[src/rtl/vx_dispatch_lane_seq.sv]
// Dispatch receiver: latches one warp-wide packet and replays it as NUM_LANES-wide batches,
// skipping batches whose thread mask slice is empty.

module vx_dispatch_lane_mux #(
    parameter int NB    = 2,
    parameter int XLEN  = 32,
    parameter int PID_W = 1
) (
    input  logic [PID_W-1:0]         pid,
    input  logic [NB-1:0]            tmask_col,
    input  logic [NB-1:0][XLEN-1:0]  rs1_col,
    input  logic [NB-1:0][XLEN-1:0]  rs2_col,
    input  logic [NB-1:0][XLEN-1:0]  rs3_col,
    output logic                     lane_tmask,
    output logic [XLEN-1:0]          lane_rs1,
    output logic [XLEN-1:0]          lane_rs2,
    output logic [XLEN-1:0]          lane_rs3
);
    assign lane_tmask = tmask_col[pid];
    assign lane_rs1   = rs1_col[pid];
    assign lane_rs2   = rs2_col[pid];
    assign lane_rs3   = rs3_col[pid];
endmodule

module vx_dispatch_lane_seq #(
    parameter int NUM_THREADS = 4,
    parameter int NUM_LANES   = 2,
    parameter int XLEN        = 32,
    parameter int HDR_W       = 64,
    localparam int NB         = NUM_THREADS / NUM_LANES,
    localparam int PID_W      = (NB > 1) ? $clog2(NB) : 1
) (
    input  logic                          clk,
    input  logic                          reset,
    input  logic                          in_valid,
    input  logic [HDR_W-1:0]              in_hdr,
    input  logic [NUM_THREADS-1:0]        in_tmask,
    input  logic [NUM_THREADS*XLEN-1:0]   in_rs1_data,
    input  logic [NUM_THREADS*XLEN-1:0]   in_rs2_data,
    input  logic [NUM_THREADS*XLEN-1:0]   in_rs3_data,
    output logic                          in_ready,
    output logic                          out_valid,
    output logic [HDR_W-1:0]              out_hdr,
    output logic [NUM_LANES-1:0]          out_tmask,
    output logic [NUM_LANES*XLEN-1:0]     out_rs1_data,
    output logic [NUM_LANES*XLEN-1:0]     out_rs2_data,
    output logic [NUM_LANES*XLEN-1:0]     out_rs3_data,
    output logic [PID_W-1:0]              out_pid,
    output logic                          out_sop,
    output logic                          out_eop,
    input  logic                          out_ready
);
    typedef enum logic {IDLE, BUSY} state_t;

    state_t state, state_n;
    logic [NB-1:0] pend, pend_n, pend_in, cur_oh;
    logic sop, sop_n, load, eop, fire_out, accept;
    logic [PID_W-1:0] cur_pid;
    logic [HDR_W-1:0] hdr_r;
    logic [NB-1:0][NUM_LANES-1:0] tmask_r;
    logic [NB-1:0][NUM_LANES-1:0][XLEN-1:0] rs1_r, rs2_r, rs3_r;

    assign out_valid = (state == BUSY);
    assign eop       = ((pend & (pend - NB'(1))) == '0);
    assign out_eop   = out_valid & eop;
    assign out_sop   = out_valid & sop;
    assign fire_out  = out_valid & out_ready;
    // Taking a new packet in the eop handshake cycle keeps the unit streaming without bubbles.
    assign in_ready  = ~reset & (~out_valid | (fire_out & eop));
    assign accept    = in_valid & in_ready;
    assign cur_oh    = pend & (~pend + NB'(1));
    assign out_pid   = cur_pid;
    assign out_hdr   = hdr_r;

    always_comb begin
        cur_pid = '0;
        for (int b = NB - 1; b >= 0; b--)
            if (pend[b]) cur_pid = PID_W'(b);
    end

    // An all-zero mask still produces one (empty) batch so the packet retires.
    always_comb begin
        pend_in = '0;
        for (int b = 0; b < NB; b++)
            pend_in[b] = |in_tmask[b*NUM_LANES +: NUM_LANES];
        if (pend_in == '0) pend_in = NB'(1);
    end

    always_comb begin
        state_n = state;
        pend_n  = pend;
        sop_n   = sop;
        load    = 1'b0;
        if (fire_out) begin
            pend_n = pend & ~cur_oh;
            sop_n  = 1'b0;
            if (eop) state_n = IDLE;
        end
        if (accept) begin
            load    = 1'b1;
            state_n = BUSY;
            pend_n  = pend_in;
            sop_n   = 1'b1;
        end
    end

    always_ff @(posedge clk) begin
        if (reset) begin
            state   <= IDLE;
            pend    <= '0;
            sop     <= 1'b0;
            hdr_r   <= '0;
            tmask_r <= '0;
            rs1_r   <= '0;
            rs2_r   <= '0;
            rs3_r   <= '0;
        end else begin
            state <= state_n;
            pend  <= pend_n;
            sop   <= sop_n;
            if (load) begin
                hdr_r   <= in_hdr;
                tmask_r <= in_tmask;
                rs1_r   <= in_rs1_data;
                rs2_r   <= in_rs2_data;
                rs3_r   <= in_rs3_data;
            end
        end
    end

    for (genvar l = 0; l < NUM_LANES; l++) begin : g_lane
        logic [NB-1:0]           t_col;
        logic [NB-1:0][XLEN-1:0] c1, c2, c3;
        for (genvar b = 0; b < NB; b++) begin : g_col
            assign t_col[b] = tmask_r[b][l];
            assign c1[b]    = rs1_r[b][l];
            assign c2[b]    = rs2_r[b][l];
            assign c3[b]    = rs3_r[b][l];
        end
        vx_dispatch_lane_mux #(.NB(NB), .XLEN(XLEN), .PID_W(PID_W)) u_lane (
            .pid        (cur_pid),
            .tmask_col  (t_col),
            .rs1_col    (c1),
            .rs2_col    (c2),
            .rs3_col    (c3),
            .lane_tmask (out_tmask[l]),
            .lane_rs1   (out_rs1_data[l*XLEN +: XLEN]),
            .lane_rs2   (out_rs2_data[l*XLEN +: XLEN]),
            .lane_rs3   (out_rs3_data[l*XLEN +: XLEN])
        );
    end
endmodule

[config.mk]
export PLATFORM = sky130hd
export DESIGN_NAME = vx_dispatch_lane_seq
export DESIGN_NICKNAME = d
export VERILOG_FILES = /design/src/rtl/vx_dispatch_lane_seq.sv
export SDC_FILE = /design/constraint.sdc
export NUM_CORES = 1
export LEC_CHECK = 0
export CORE_AREA = 4 4 274 276
export DETAILED_ROUTE_END_ITERATION = 10
export DIE_AREA = 0 0 278 280
export PLACE_DENSITY = 0.67
export RECOVER_POWER = 50
export REMOVE_ABC_BUFFERS = 1
export SKIP_LAST_GASP = 1
export SYNTH_ARGS = -nofsm -noshare
export SYNTH_HDL_FRONTEND = slang
export SYNTH_SLANG_ARGS = --single-unit
[constraint.sdc]
create_clock -name clk -period 1.8 [get_ports clk]
set_input_delay 0.36 -clock clk [delete_from_list [all_inputs] [get_ports clk]]
set_output_delay 0.36 -clock clk [all_outputs]
set_load 0.005 [all_outputs]
==> metrics <==
crit path kind=flip-flop to output port; Hold WC Path Type=input port to flip-flop; final hold vios=0; FILL cells=~7000; CTS tree=yes; total gr overflow=0; CP startpoint kind=flip-flop; max cap viols=0; Tcrit/Tclk final=1.46; fin. max-slew vios=0; Synth Register Bits=about 460; Min-Delay Startpoint=reset; area used by multi-input combinational logic=10600 um2; top cell type by total area after synthesis=dfxtp_1; dominant synthesized flop cell=dfxtp_1; I/O pins=between 700 and 800; vias in the first global route=between 15000 and 20000; Die Span X=between 200 and 300 um; Cell variety after synth=24; vias per inst=~4.3; Synth-to-Final Area Change=55.6%; CTS Buf Count=53; Lkg Pwr=approximately 14 nW; Worst-Skew Late Latency=around 590 ps; DPL Wire Length=about 48000 um; Yosys top cell area share=0.451; Worst EP required=1440 ps; R2R Setup Slk=-120 ps; Cell Pwr Density=871 nW/um2; antenna viol nets, final=0; worst r2r src=pend[0]; wire length per cell=roughly 17 um; Worst Tran Pin Value=412 ps; Hold EP=g_lane[0].c3[34]; starting density of the core=0.279; failing checks=setup timing; die area=just under 80000 um2; RSZ-0062 raised after global routing=true; first-pass GRT wire length=96400 um; 1st-pass router iterations=4; fraction of registers with async set/reset=0; R2R cell count=6; # port buffers=roughly 700; worst hold stages=3; initial drt markers=~620; fmax=between 0.3 and 0.4 GHz; pin count of the biggest net entering global routing=approximately 80; post-route cell area=roughly 31000 um2; GR Util All Layers=0.155; share of layout cells above drive strength 1=0.266; Post-synth EDFFs=0; WP data arrival=around 2300 ps; clock skew=12.6 ps; chip height=~280 um; Via Count=between 15000 and 20000; top cells by area, synth=dfxtp_1, mux2_2, nor2b_1; Max clock buf depth=3; Core Area=around 73000 um2; synthesized area=approximately 20000 um2; FP Rows=99; status=complete, but fails checks; # H-tree levels=2; WL final=~66000 um; clock-pin transition on the worst setup and hold timing paths=about 60 ps; post-layout min period=2630 ps; Syn Inst Count=between 2000 and 2500; Slew HR=0.726; most frequent cell after synthesis=nand2_1; crit-path max FO=8; Crit. End Element=output port; Clock Sink Count=456; initial antenna violation count=9; WHS=~180 ps; synthesized area per cell=9.60 um2; # hold bufs at CTS=0; Setup violations, final=~640; Clock Tree Root=clkbuf_16; Seq/Total Area, Yosys=0.451; Area after DPL=29200 um2; yosys warns=0; R2R Path End=out_hdr[37]; post-place setup slack=-519 ps; peak supply drop=slightly above 0.7 mV; Post-synth top cells=nand2_1, dfxtp_1, nor2b_1; GP Congestion=~0.81; DR DRC count=0; FF+latch area=between 9000 and 10000 um2; final worst slack=-833 ps; Nets=around 3300
registers in the layout, indices dropped and copies added (netlist names):
name and count:
g_lane.c1 128, sop 1, g_lane.c3 128, g_lane.c2 128, out_valid 1, g_lane.t_col 4, out_hdr 64, pend 2
final cells by class:
cell class | count | area share
Clock buffer | 80 | 0.0492
Inverter | 3 | 0.000756
Tap cell | 959 | 0.0381
Clock inverter | 14 | 0.00489
Timing Repair Buffer | 864 | 0.280
Antenna cell | 8 | 0.000636
Multi-Input combinational cell | 1502 | 0.336
Sequential cell | 456 | 0.290
layout by cell type, fill, tap and decap left out, drive strengths merged:
cell and instances:
clkdlybuf4s50 637, dfxtp 456, nor2b 452, and2 1
mux2i 2, inv 5, diode 8, a211o 1
clkinv 10, dlymetal6s2s 26, mux2 452, a32o 1
a21oi 2, a21boi 1, a21bo 1, clkbuf 119
nand3 1, nand2b 1, nand2 583, buf 162
o211ai 1, bufinv 2, nor2 2, nor3 1
per-layer routing:
layer	routed length [um]	share of wire	up-vias	GRT usage
met2	32200	0.49	505	0.272
li1	-	-	8332	-
met1	27100	0.41	7646	0.179
met4	1830	0.028	2	0.0515
met3	5150	0.078	95	0.0521
met5	19	0.00029	-	0
cell families (layout without fill, tap and decap cells):
group | Yosys count | after routing | share of synthesized area
flops | 456 | 456 | 0.451
simple gates | 1041 | 1041 | 0.249
mux | 454 | 454 | 0.263
other cells | 0 | 8 | 0
buf+inv | 149 | 961 | 0.0331
compound gates | 7 | 7 | 0.00266
worst max-delay path by stage:
stage                          from          endpoint  slack (ps)
after detailed placement  out_ready  g_lane[0].c1[23]        -520
after CTS                   pend[0]  out_rs3_data[15]        -920
after global routing        pend[0]  out_rs3_data[15]        -940
final                       pend[0]  out_rs3_data[23]        -830
after global placement    out_ready  g_lane[0].c1[23]        -510
after floorplan           out_ready  g_lane[0].c1[31]       -9900
critical path: stages (launching register included):
cell,delay (ps)
dfxtp_2,320
nand2b_4,220
clkinv_8,160
clkbuf_16,210
buf_4,150
nand2_1,70
nand2_2,90
clkdlybuf4s50_1,460
power by group:
group          leakage (nW)  internal (W)  switching, W
logic                  9.59       0.00349       0.00202
registers              3.77        0.0109      0.000378
clock network         0.840       0.00621       0.00439
total                  14.2        0.0206       0.00679
metrics by stage:
| stage | power [W] | setup TNS (ps) | std cells | utilization |
|---|---|---|---|---|
| final | 0.0274 | -165500 | 3886 | 0.433 |
| after global routing | 0.0286 | -204030 | 3884 | 0.433 |
| after CTS | 0.0276 | -201930 | 3843 | 0.426 |
| after detailed placement | 0.0168 | -253370 | 3748 | 0.402 |
| after global placement | 0.0168 | -244960 | 3748 | 0.402 |
| after floorplan | 0.0140 | -5941630 | 1961 | - |
repair_timing:
item                                    4_1_cts  5_1_grt
gates cloned                                  0       10
endpoints found under the setup margin      700      701
buffers inserted                              1       25
gates resized for setup                       6      247
pin swaps                                     0       18
Note: power is estimated with default switching activity, not from simulation.
